<file path="src/rtl/dist_filt_pkg.sv">
// Shared types and default thresholds for the distance averaging filter.
// Distances are unsigned, in units of 0.001 cm.
package dist_filt_pkg;

  localparam int unsigned DIST_W = 19;

  localparam int unsigned DEF_MIN_DIST   = 2000;
  localparam int unsigned DEF_MAX_DIST   = 400000;
  localparam int unsigned DEF_ALARM_NEAR = 20000;
  localparam int unsigned DEF_ALARM_HYST = 2000;

  typedef enum logic [1:0] {
    EMPTY = 2'd0,
    RUN   = 2'd1,
    LOST  = 2'd2
  } filt_state_t;

endpackage

</file>
<file path="src/rtl/dist_win_buf.sv">
// Circular sample window with a running sum. Prefill loads every entry with one
// sample, update replaces the oldest entry, clear empties the sum.
module dist_win_buf
  import dist_filt_pkg::*;
#(
  parameter int unsigned LOG2_N = 2
) (
  input  logic                     Clk,
  input  logic                     Rst,
  input  logic                     clear,
  input  logic                     prefill,
  input  logic                     update,
  input  logic [DIST_W-1:0]        din,
  output logic [DIST_W+LOG2_N-1:0] sum
);

  localparam int unsigned N     = 1 << LOG2_N;
  localparam int unsigned SUM_W = DIST_W + LOG2_N;

  logic [DIST_W-1:0] win [N];
  logic [LOG2_N-1:0] wptr;
  logic [SUM_W-1:0]  sum_q;

  always_ff @(posedge Clk) begin
    if (Rst) begin
      wptr  <= '0;
      sum_q <= '0;
      for (int i = 0; i < N; i++) win[i] <= '0;
    end else if (clear) begin
      wptr  <= '0;
      sum_q <= '0;
    end else if (prefill) begin
      wptr  <= '0;
      sum_q <= SUM_W'(din) << LOG2_N;
      for (int i = 0; i < N; i++) win[i] <= din;
    end else if (update) begin
      // Sum width leaves LOG2_N bits of headroom, so this never wraps.
      win[wptr] <= din;
      sum_q     <= sum_q - SUM_W'(win[wptr]) + SUM_W'(din);
      wptr      <= wptr + LOG2_N'(1);
    end
  end

  assign sum = sum_q;

endmodule

</file>
<file path="src/rtl/dist_avg_filter.sv">
// Range-gated sliding-window average of ultrasonic distance samples with
// loss-of-target tracking. Proximity alarm is built only with DIST_ALARM_EN.
//   state | meaning
//   EMPTY | window holds no samples; next accepted sample prefills it
//   RUN   | averaging; consecutive rejections are counted
//   LOST  | target lost, output forced to 0; next accepted sample prefills
module dist_avg_filter
  import dist_filt_pkg::*;
#(
  parameter int unsigned LOG2_N     = 2,
  parameter int unsigned MIN_DIST   = DEF_MIN_DIST,
  parameter int unsigned MAX_DIST   = DEF_MAX_DIST,
  parameter int unsigned REJ_LIMIT  = 3,
  parameter int unsigned ALARM_NEAR = DEF_ALARM_NEAR,
  parameter int unsigned ALARM_HYST = DEF_ALARM_HYST
) (
  input  logic              Clk,
  input  logic              Rst,
  input  logic [DIST_W-1:0] din,
  input  logic              din_vld,
  input  logic              flush,
  output logic [DIST_W-1:0] dout,
  output logic              dout_vld,
  output logic              lost,
  output logic              alarm
);

  localparam int unsigned       SUM_W    = DIST_W + LOG2_N;
  localparam logic [DIST_W-1:0] MIN_D    = DIST_W'(MIN_DIST);
  localparam logic [DIST_W-1:0] MAX_D    = DIST_W'(MAX_DIST);
  localparam logic [3:0]        REJ_LAST = 4'(REJ_LIMIT - 1);

  if (LOG2_N < 1 || LOG2_N > 4) begin : g_bad_log2_n
    $error("dist_avg_filter: LOG2_N must be 1..4");
  end
  if (REJ_LIMIT < 1 || REJ_LIMIT > 15) begin : g_bad_rej_limit
    $error("dist_avg_filter: REJ_LIMIT must be 1..15");
  end
  if ((ALARM_NEAR + ALARM_HYST) >= (1 << DIST_W)) begin : g_bad_alarm
    $error("dist_avg_filter: ALARM_NEAR + ALARM_HYST exceeds the distance range");
  end

  filt_state_t       state;
  logic [3:0]        rej_cnt;
  logic              s1_acc;
  logic              s1_lost_entry;
  logic              in_range;
  logic              accept;
  logic              reject;
  logic [SUM_W-1:0]  sum;
  logic [DIST_W-1:0] avg;

  assign in_range = (din >= MIN_D) && (din <= MAX_D);
  assign accept   = din_vld && in_range && !flush;
  assign reject   = din_vld && !in_range && !flush;
  assign avg      = sum[SUM_W-1:LOG2_N];

  dist_win_buf #(.LOG2_N(LOG2_N)) u_win (
    .Clk    (Clk),
    .Rst    (Rst),
    .clear  (flush),
    .prefill(accept && (state != RUN)),
    .update (accept && (state == RUN)),
    .din    (din),
    .sum    (sum)
  );

  always_ff @(posedge Clk) begin
    if (Rst) begin
      state         <= EMPTY;
      rej_cnt       <= '0;
      s1_acc        <= 1'b0;
      s1_lost_entry <= 1'b0;
      dout          <= '0;
      dout_vld      <= 1'b0;
      lost          <= 1'b0;
    end else begin
      s1_acc        <= accept;
      s1_lost_entry <= 1'b0;

      // Stage 2 reads the sum already updated by stage 1.
      dout_vld <= s1_acc || s1_lost_entry;
      if (s1_lost_entry)
        dout <= '0;
      else if (s1_acc)
        dout <= avg;

      if (flush)
        lost <= 1'b0;
      else if (s1_lost_entry)
        lost <= 1'b1;
      else if (s1_acc)
        lost <= 1'b0;

      if (flush) begin
        state   <= EMPTY;
        rej_cnt <= '0;
      end else begin
        case (state)
          EMPTY: if (accept) state <= RUN;
          RUN: begin
            if (accept) begin
              rej_cnt <= '0;
            end else if (reject) begin
              if (rej_cnt == REJ_LAST) begin
                state         <= LOST;
                rej_cnt       <= '0;
                s1_lost_entry <= 1'b1;
              end else begin
                rej_cnt <= rej_cnt + 4'd1;
              end
            end
          end
          LOST:    if (accept) state <= RUN;
          default: state <= EMPTY;
        endcase
      end
    end
  end

`ifdef DIST_ALARM_EN
  localparam logic [DIST_W-1:0] NEAR_D = DIST_W'(ALARM_NEAR);
  localparam logic [DIST_W-1:0] CLR_D  = DIST_W'(ALARM_NEAR + ALARM_HYST);

  // Evaluated on the same edge that publishes dout, so alarm tracks dout_vld.
  always_ff @(posedge Clk) begin
    if (Rst || flush || s1_lost_entry) begin
      alarm <= 1'b0;
    end else if (s1_acc) begin
      if (avg < NEAR_D)
        alarm <= 1'b1;
      else if (avg >= CLR_D)
        alarm <= 1'b0;
    end
  end
`else
  assign alarm = 1'b0;
`endif

endmodule

</file>
<file path="config.mk">
export PLATFORM = sky130hd
export DESIGN_NAME = dist_avg_filter
export DESIGN_NICKNAME = d
export VERILOG_FILES = /design/src/rtl/dist_filt_pkg.sv /design/src/rtl/dist_win_buf.sv /design/src/rtl/dist_avg_filter.sv
export SDC_FILE = /design/constraint.sdc
export NUM_CORES = 1
export LEC_CHECK = 0
export CAP_MARGIN = 0
export CORE_AREA = 2 2 125 176
export DETAILED_ROUTE_END_ITERATION = 16
export DIE_AREA = 0 0 127 178
export PLACE_DENSITY = 0.52
export SLEW_MARGIN = 10
export SYNTH_ARGS = -nofsm -noshare
export SYNTH_HDL_FRONTEND = slang
export SYNTH_HIERARCHICAL = 1
export SYNTH_SLANG_ARGS = --single-unit
</file>
<file path="constraint.sdc">
create_clock -name Clk -period 11.2 [get_ports Clk]
set_input_delay 3.36 -clock Clk [delete_from_list [all_inputs] [get_ports Clk]]
set_output_delay 3.36 -clock Clk [all_outputs]
set_load 0.02 [all_outputs]
</file>
==> impl_metrics.env <==
export IMPL_start_kind="input pin"
export IMPL_finish_instance_area_um2=8530
export IMPL_rsz0062_at_grt="no"
export IMPL_drc=0
export IMPL_dp_cells=957
export IMPL_max_slew_margin_rel_pct=29.0
export IMPL_grt_pass1_vias=5310
export IMPL_place_gp_congestion=0.857
export IMPL_maxCapViolations=0
export IMPL_worst_pin_slew_ps=1060
export IMPL_met2_usage_pct=29.2
export IMPL_power_per_cell_area_nw_per_um2=157
export IMPL_cts_sinks=130
export IMPL_place_area_um2=7890
export IMPL_ys_ff_latch=130
export IMPL_cts_htree_levels=4
export IMPL_area_growth_pct=17.5
export IMPL_instances_no_fill=988
export IMPL_synth_edff_count=76
export IMPL_cts_resized=0
export IMPL_fp_row_count=63
export IMPL_final_max_slew_viol_count=0
export IMPL_grt_usage_pct=17.0
export IMPL_num_vias=5226
export IMPL_ys_types=65
export IMPL_drt_iter0_markers=404
export IMPL_path_common_cell="buf_4"
export IMPL_yosys_warnings=6
export IMPL_numPortBuffers=43
export IMPL_clk_pin_slew_ps=60
export IMPL_clock_path_buffers=2
export IMPL_wl_um=18400
export IMPL_grt_pass1_wl_um=29500
export IMPL_syn_num_nets=753
export IMPL_antenna_found_initial=0
export IMPL_fin_worst_skew_ps=8.45
export IMPL_hold_buffers=0
export IMPL_cts_tree="yes"
export IMPL_worstPathRequired_ps=11240
export IMPL_grt_max_degree=100
export IMPL_synth_main_ff_cell="edfxtp_1"
export IMPL_hold_path_class="reg -> reg"
export IMPL_syn_area_um2=7260
export IMPL_slowest_stage="o21bai_2"
export IMPL_cts_buffers=17
export IMPL_post_cts_setup_buffer_count=0
export IMPL_p_leak_uw=0.00317
export IMPL_tns_ps=0
export IMPL_synth_avg_cell_area_um2=10.6
export IMPL_crit_buf_inv=3
export IMPL_finalSetupViolations=0
export IMPL_top_level_ports=45
export IMPL_dp_hpwl_um=13600
export IMPL_critPathKind="in -> reg"
export IMPL_crit_path_max_incr_delay_ps=800
export IMPL_syn_inst=684
export IMPL_layout_min_cycle_time_ps=6680
export IMPL_vias_per_cell=5.29
export IMPL_diodes=0
export IMPL_setup_slack_ps=4520
export IMPL_die_w_um=127
export IMPL_grt_busiest_layer="met2"
export IMPL_antenna_left=0
export IMPL_worstPathMaxFanout=51
export IMPL_gr_usage_met1_pct=21.1
export IMPL_ys_seq_area_share_pct=46.4
export IMPL_grt_overflow=0
export IMPL_arrival_ps=6720
export IMPL_status="finished, final reports clean"
export IMPL_core_area_um2=21000
export IMPL_critPathTopFamily="buffers and inverters"
export IMPL_start_util_pct=34.6
export IMPL_dr_pass1_iters=5
export IMPL_mostFrequentLayoutCell="nor3_1"
export IMPL_finalPower_uw=1340
export IMPL_path_cells="clkdlybuf4s50_1, nor4_2, nand3b_1, o221ai_4, or2_1, nor2_4, buf_4, a21oi_1, buf_4, o21bai_2"
export IMPL_drive_gt1_share_pct=11.3
export IMPL_cts_root_buf="clkbuf_16"
export IMPL_met3_usage_pct=2.79
export IMPL_fin_crit_sh_pct=59.7
export IMPL_synthArstFlopShare_pct=0
export IMPL_max_freq_ghz=0.150
export IMPL_wl_per_cell_um=18.6
export IMPL_peakVddDrop_uv=115
export IMPL_finalHoldViolations=0
export IMPL_die_h_um=178
export IMPL_nNetsFinal=785
export IMPL_dieArea_um2=22600
export IMPL_place_ws_ps=4020
export IMPL_end_kind="flop"
export IMPL_layout_common_cells="85 x nor3_1, 81 x inv_1, 76 x edfxtp_1, 54 x dfxtp_1, 46 x nor2_1"
export IMPL_clk_latency_ps=420
-- cell families after synthesis --
| family | count (synthesis) | synth area share, % |
|---|---|---|
| fa+ha+maj | 46 | 9.90 |
| compound gates | 124 | 11.6 |
| flops | 130 | 46.4 |
| simple gates | 203 | 13.7 |
| other cells | 1 | 0.0517 |
| mux | 43 | 9.28 |
| buf+inv | 121 | 7.19 |
| xor+xnor | 16 | 1.93 |
-- Yosys cell counts, types with 4 or more instances --
cell / instances / area (um^2)
nand2_1: 29 / 109
a31oi_1: 5 / 31.3
dfxtp_1: 54 / 1080
xnor2_1: 9 / 78.8
clkbuf_1: 27 / 101
o21ai_0: 13 / 65.1
inv_1: 81 / 304
o21a_1: 4 / 30.0
o211ai_1: 5 / 37.5
mux2i_1: 23 / 230
xor2_1: 7 / 61.3
nor3_1: 85 / 425
nor3b_1: 7 / 52.6
mux4_2: 19 / 428
edfxtp_1: 76 / 2280
a211oi_1: 13 / 97.6
o31ai_1: 6 / 45.0
a21oi_1: 45 / 225
o21bai_1: 6 / 45.0
nor2_1: 48 / 180
nand3_1: 6 / 30.0
ha_1: 27 / 338
o22ai_1: 6 / 37.5
and3_1: 4 / 25.0
buf_6: 4 / 45.0
fa_1: 19 / 380
-- power by group --
group	switching (uW)	internal, uW	leakage, uW
Sequential	7.13	523	0.00124
Clock	210	393	0.000313
Combinational	131	78.6	0.00161
-- metal layers --
layer | wire length, um | vias up
met5 | 0 | -
met4 | 515 | 0
met3 | 559 | 35
met2 | 9460 | 117
met1 | 7870 | 2557
li1 | - | 2517
-- registers in the layout (all words and copies together), names as in the netlist, named ones only --
| register | count |
|---|---|
| state | 2 |
| dout_vld | 1 |
| u_win/win | 76 |
| dout | 19 |
| s1_acc | 1 |
| lost | 1 |
| u_win/wptr | 2 |
| rej_cnt | 4 |
| s1_lost_entry | 1 |
| u_win/sum | 21 |
-- stage by stage --
stage          hold slack, ps  utilization [%]
4_1_cts                   491             40.7
5_1_grt                   513             40.7
3_3_place_gp              470             37.6
3_5_place_dp              476             37.6
2_1_floorplan             452                -
6_report                  485             40.7
-- worst min-delay path, delay by kind of cell (launching register included) --
kind	cells	cell delay, ps
AND/OR/NAND/NOR	1	70
AO/OA/AOI/OAI	1	60
flip-flops	1	320
-- cell type report --
class	count	area, um^2
Multi-Input combinational cell	433	3400
Timing Repair Buffer	52	498
Clock buffer	17	425
Sequential cell	130	3360
Clock inverter	14	213
Tap cell	260	325
Inverter	82	308
Fill cell	1971	12400
-- path summary, 6_finish.rpt --
| path | start | end | slack [ps] | depth (start not counted) |
|---|---|---|---|---|
| min | lost | lost | 490 | 2 |
| max | din[16] | u_win/win[3][5] | 4520 | 10 |
| max reg2reg | flop | u_win/sum[15] | 7360 | 11 |
| min reg2reg | lost | lost | 490 | 2 |
Note: power is estimated with default switching activity, not from simulation.
==> variant 1: new RTL, same settings <==
Add a define of `DIST_ALARM_EN`.
--- a/src/rtl/dist_avg_filter.sv
+++ b/src/rtl/dist_avg_filter.sv
@@ -4,6 +4,8 @@
 //   EMPTY | window holds no samples; next accepted sample prefills it
 //   RUN   | averaging; consecutive rejections are counted
 //   LOST  | target lost, output forced to 0; next accepted sample prefills
+`define DIST_ALARM_EN
+
 module dist_avg_filter
   import dist_filt_pkg::*;
 #(
Check against the original RTL: not equivalent (a bounded check fails within 4 cycles, from zero or initial values and one cycle with Rst high).
==> variant 1 against the unedited design <==
Sequential cell count up 1. Final area is 1.2% higher. Setup slack better by 120 ps. Critical path depth unchanged. Sequential power rose by 0.9%. Total power is 3.6% lower. Worst hold slack improved by 7.1 ps. Die area is the same. Sequential share of layout area fell by 0.25 points. Synthesized area up 1.5%. Wire length increased by 3.0%. First-iteration DRC count fell by 5.2%. Largest cell class unchanged.
==> variant 1: results (changes against the unedited design) <==
** Status
- Run status :: finished clean

** Synthesis
- Portion of the post-synthesis area used by sequential elements :: 0.4596 (-0.003977)
- Cells after Synth :: 719 (+5.1%)
- By area the synthesized netlist is led by sky130_fd_sc_hd__edfxtp_1, sky130_fd_sc_hd__dfxtp_1, sky130_fd_sc_hd__nor3_1, sky130_fd_sc_hd__mux4_2, sky130_fd_sc_hd__fa_1.
- Synth cell types :: 59 (-9.2%)
- Mapped Nets :: 788 (+4.6%)
- Sorting the synthesized cells by how often they occur yields sky130_fd_sc_hd__inv_1, sky130_fd_sc_hd__nor3_1, sky130_fd_sc_hd__edfxtp_1.

** Global route
- The number of global-route vias before repair came to 5669 (+6.8%).
- Largest net degree at the start of global routing :: 80 (-20%)
- The global routing usage summed across all routing layers was 0.1732 (+0.003125).
- The wire length of the first global-routing pass came to 30.11 mm (+2.0%).

** Power
- The power drawn by the combinational cells is 202 uW (-3%).
- The power of the clock network was 557 uW (-7.6%).
- The leakage dissipation was 0.003135 uW (-1.0%).
- The worst vdd rail ir drop came to 91.78 uV (-20%).
- Part of the power in the clock network :: 0.430 (-0.019)
- Switching share of total power :: 0.2795 (+0.02047)

** Place
- The placed wire-length estimate after detailed placement is 14.38 mm (+5.6%).
- The final RePlAce weighted congestion is 0.8846 (+3.2%).
- The post-placement cell count is 989 (+3.3%).
- Number of buffers inserted by port buffering :: 44 (+2.3%)

** Clock network
- At the later pin of the worst-skew pair, clock insertion delay measures 410 ps.
- CTS Buf Count :: 17 (unchanged)
- Maximum number of buffers from clock root to sink :: 2 (unchanged)
- The number of setup buffers added after CTS is 0 (unchanged).

** Drt
- The number of DRC markers in iteration 0 came to 383 (-5.2%).
- The average wire per cell in the routed design came to 18.57 um (-0.33%).
- Wire length after detailed routing :: 18.96 mm (+3.0%)
- The overall via count from detail_route was 5484 (+4.9%).

** STA
- Worst clock skew :: 8.630 ps (+0.1840 ps)
- Worst Hold Margin :: 492.4 ps (+7.104 ps)
- The remaining max-slew budget at the tightest pin came to 0.2252 (-0.06489).

** Setup path
- Worst Path Max Fanout :: 33 (-35%)
- The biggest cell delay along the critical path came to 770 ps (-30 ps).
- R2r setup slk :: 7220 ps (-140 ps)
- Arrival time at the worst endpoint :: 6590 ps (-130 ps)
- The number of cells on the worst reg-to-reg path was 10 (-1).

** Cells and area
- The final net count came to 817 (+4.1%).
- Layout cells sized above 1 :: 0.1038 (-0.008827)
- The count of filler cells inserted in the layout is 1991 (+1.0%).

** Min path
- Cells on Worst Hold Path :: 2 (unchanged)
[variant 1: area by class of cell]
| class | count | area (um^2) | share of cell area |
|---|---|---|---|
| inverter | 88 | 330.3 | 0.03826 |
| tap | 260 | 325.3 | 0.03768 |
| sequential | 131 | 3383 | 0.3919 |
| timing repair buffer | 53 | 508.0 | 0.05884 |
| clock inverter | 14 | 153.9 | 0.01783 |
| multi-input combinational | 457 | 3503 | 0.4058 |
| clock buffer | 18 | 429.2 | 0.04971 |
[variant 1: worst paths after layout]
| path | startpoint | endpoint |
|---|---|---|
| max reg2reg | flop | u_win/sum[16]$_SDFFE_PP0P_ |
| max | din[8] | u_win/win[3][0]$_DFFE_PP_ |
| min | dout[6]$_SDFFE_PP0P_ | dout[6]$_SDFFE_PP0P_ |
| min reg2reg | dout[6]$_SDFFE_PP0P_ | dout[6]$_SDFFE_PP0P_ |
[variant 1: kinds of logic (layout without fill, tap and decap cells)]
kind of cell    count (synthesis)  in the layout  share of synthesized area
fa+ha+maj                      46             46                    0.09755
compound gates                133            133                     0.1139
buf+inv                       131            173                    0.06764
simple gates                  219            219                     0.1507
xor+xnor                       13             13                    0.01547
mux                            46             46                    0.09517
flops                         131            131                     0.4596
[variant 1: per-stage QoR]
step / setup slack, ps / instance area (um^2)
final: 4637 / 8633
after global routing: 4367 / 8633
after CTS: 4607 / 8633
after detailed placement: 4204 / 8050
after global placement: 4266 / 8050
after floorplan: 4730 / 7362
[variant 1: worst max-delay path, delay by kind of cell]
kind / cells / cell delay [ps]
AOI/OAI and AO/OA: 5 / 1540
buffers and inverters: 3 / 1130
and+or+nand+nor: 2 / 550
[variant 1: routing by layer]
layer,global-route usage,vias up,wire length (um)
li1,-,2644,-
met1,0.2015,2683,7970
met2,0.3147,124,9908
met3,0.02729,33,530
met4,0.07418,0,552
met5,0,-,0
==> variant 2: new RTL, same settings <==
Without the edit above. The 3 states of `filt_state_t` get a one-hot encoding in 3 bits.
--- a/src/rtl/dist_filt_pkg.sv
+++ b/src/rtl/dist_filt_pkg.sv
@@ -9,10 +9,10 @@
   localparam int unsigned DEF_ALARM_NEAR = 20000;
   localparam int unsigned DEF_ALARM_HYST = 2000;
 
-  typedef enum logic [1:0] {
-    EMPTY = 2'd0,
-    RUN   = 2'd1,
-    LOST  = 2'd2
+  typedef enum logic [2:0] {
+    EMPTY = 3'b001,
+    RUN   = 3'b010,
+    LOST  = 3'b100
   } filt_state_t;
 
 endpackage
Formal check against the unedited RTL: no difference found for any inputs over 4 cycles, from zero or initial values and one cycle with Rst high; so few cycles prove little.
==> variant 2 against the unedited design <==
Total power grew 2.7%. Final area grew 1.6%. Critical endpoint is now u_win/win[2][7]$_DFFE_PP_. Sequential cell count grew 1. Wire length is 1.4% higher. Sequential power rose by 2%. Synthesized area up 1.4%. Setup slack gained 150 ps.
==> variant 2: results (changes against the unedited design) <==
** Cells and area
- Bufs w/o clock :: 56 (+7.7%)
- Register cell area after layout :: 0.003383 mm^2 (+0.59%)
- The portion of the layout cell area used by clock cells is 0.07540 (+0.0005768).
- The layout cell share with drive strength beyond 1 was 0.1186 (+0.005961).
- Total number of multi-input combinational cells :: 441 (+1.8%)
- The multi-input logic portion of the cell area was 0.4000 (+0.001790).
- Fraction of area in non-clock buffers :: 0.06096 (+0.002564)
- Fill count :: 2001 (+1.5%)
- The final instance count without filler cells is 1002 (+1.4%).
- The final net count came to 798 (+1.7%).

** STA
- Final clock period utilization by the worst path :: 0.5838 (-0.01301)
- Worst clock skew :: 8.213 ps (-0.2322 ps)
- Headroom to the max-slew limit :: 0.3041 (+0.01401)

** Drt
- Number of vias per cell :: 5.250 (-0.76%)
- Wire length after detailed routing :: 18.66 mm (+1.4%)
- Number of DRC markers in iteration 0 :: 384 (-5.0%)

** Clock network
- Clock transition at the registers of the reported paths :: 60 ps (about the same)
- Number of sinks driven by the clock tree :: 131 (+0.77%)

** Power
- Internal power :: 1013 uW (+1.8%)
- The worst vdd rail ir drop was 100.5 uV (-12%).
- Relative contribution of sequential cells to total power :: 0.393 (-0.002)
- The power drawn by the combinational cells came to 215 uW (+3%).

** Synthesis
- Top post-synthesis cells by count :: sky130_fd_sc_hd__nor3_1, sky130_fd_sc_hd__inv_1, sky130_fd_sc_hd__edfxtp_1
- Area contributors post-synth :: sky130_fd_sc_hd__edfxtp_1, sky130_fd_sc_hd__dfxtp_1, sky130_fd_sc_hd__mux4_2, sky130_fd_sc_hd__nor3_1, sky130_fd_sc_hd__fa_1
- Portion of the post-synthesis area used by sequential elements :: 0.4597 (-0.003821)
- The unique cell type count in the Yosys netlist was 69 (+6.2%).
- The average footprint of a synthesized cell was 10.62 um^2 (+0.11%).
- Mapped Nets :: 762 (+1.2%)

** Place
- Number of buffers inserted by port buffering :: 43 (unchanged)
- Total placed cells including tap cells :: 970 (+1.4%)
- Worst setup slack after placement :: 4211 ps (+189.2 ps)
- RD Place Congestion :: 0.8231 (-3.9%)
- The placed wire-length estimate after detailed placement came to 13.62 mm (about the same).

** Global route
- The wire length of the first global-routing pass was 29.68 mm (+0.49%).
- Via count of the first global-routing pass :: 5351 (+0.77%)
- The pin count of the biggest net entering global routing is 100 (unchanged).
- Combined global-route utilization of all metal layers :: 0.1709 (+0.0008030)

** Min path
- Min-delay src :: s1_lost_entry$_SDFF_PP0_

** Setup path
- The most critical setup path has its startpoint at din[15].
- Cell type of the slowest stage on the worst timing path :: sky130_fd_sc_hd__clkdlybuf4s50_1
- The worst endpoint data arrival time was 6640 ps (-80 ps).
- The biggest cell delay along the critical path was 500 ps (-300 ps).

** Status
- Run status :: finished clean
[variant 2: cell types whose count changed in the layout (fill, tap and decap cells not counted), moves of 2 or more]
cell                       delta
sky130_fd_sc_hd__inv_6        +3
sky130_fd_sc_hd__nor3_1       -2
sky130_fd_sc_hd__clkinv_2     -4
sky130_fd_sc_hd__nor2_1       +3
sky130_fd_sc_hd__o21ai_0      +2
sky130_fd_sc_hd__buf_4        +4
sky130_fd_sc_hd__o21bai_2     -4
sky130_fd_sc_hd__o21bai_1     +5
[variant 2: worst paths after layout]
path | end | slack (ps) | depth (start not counted)
worst max-delay path | u_win/win[2][7]$_DFFE_PP_ | 4660 | 11
worst min-delay path | lost$_SDFFE_PP0P_ | 490 | 2
worst max register to register | u_win/sum[16]$_SDFFE_PP0P_ | 7220 | 11
worst min register to register | lost$_SDFFE_PP0P_ | 490 | 2
[variant 2: metrics by stage]
| stage | power, uW | cell area [um^2] |
|---|---|---|
| 2_1_floorplan | 702.9 | 7360 |
| 3_3_place_gp | 763.7 | 8009 |
| 3_5_place_dp | 765.7 | 8009 |
| 4_1_cts | 1391 | 8662 |
| 5_1_grt | 1432 | 8662 |
| 6_report | 1379 | 8662 |
[variant 2: metal layers]
metal,GRT usage,up-vias,part of all wire
met5,0,-,0
met4,0.07921,0,0.033
met3,0.01920,25,0.027
met2,0.2919,106,0.50
met1,0.2174,2580,0.44
li1,-,2549,-
[variant 2: logic make-up (layout without fill, tap and decap cells)]
logic type               Yosys count  after routing  share of synthesized area
adder cells (fa/ha/maj)           46             46                    0.09758
XOR/XNOR                          16             16                    0.01904
AND/OR/NAND/NOR                  207            207                     0.1418
buffers and inverters            121            170                    0.07089
flip-flops                       131            131                     0.4597
other                              1              1                  0.0005095
multiplexers                      43             43                    0.09146
AO/OA/AOI/OAI                    128            128                     0.1190
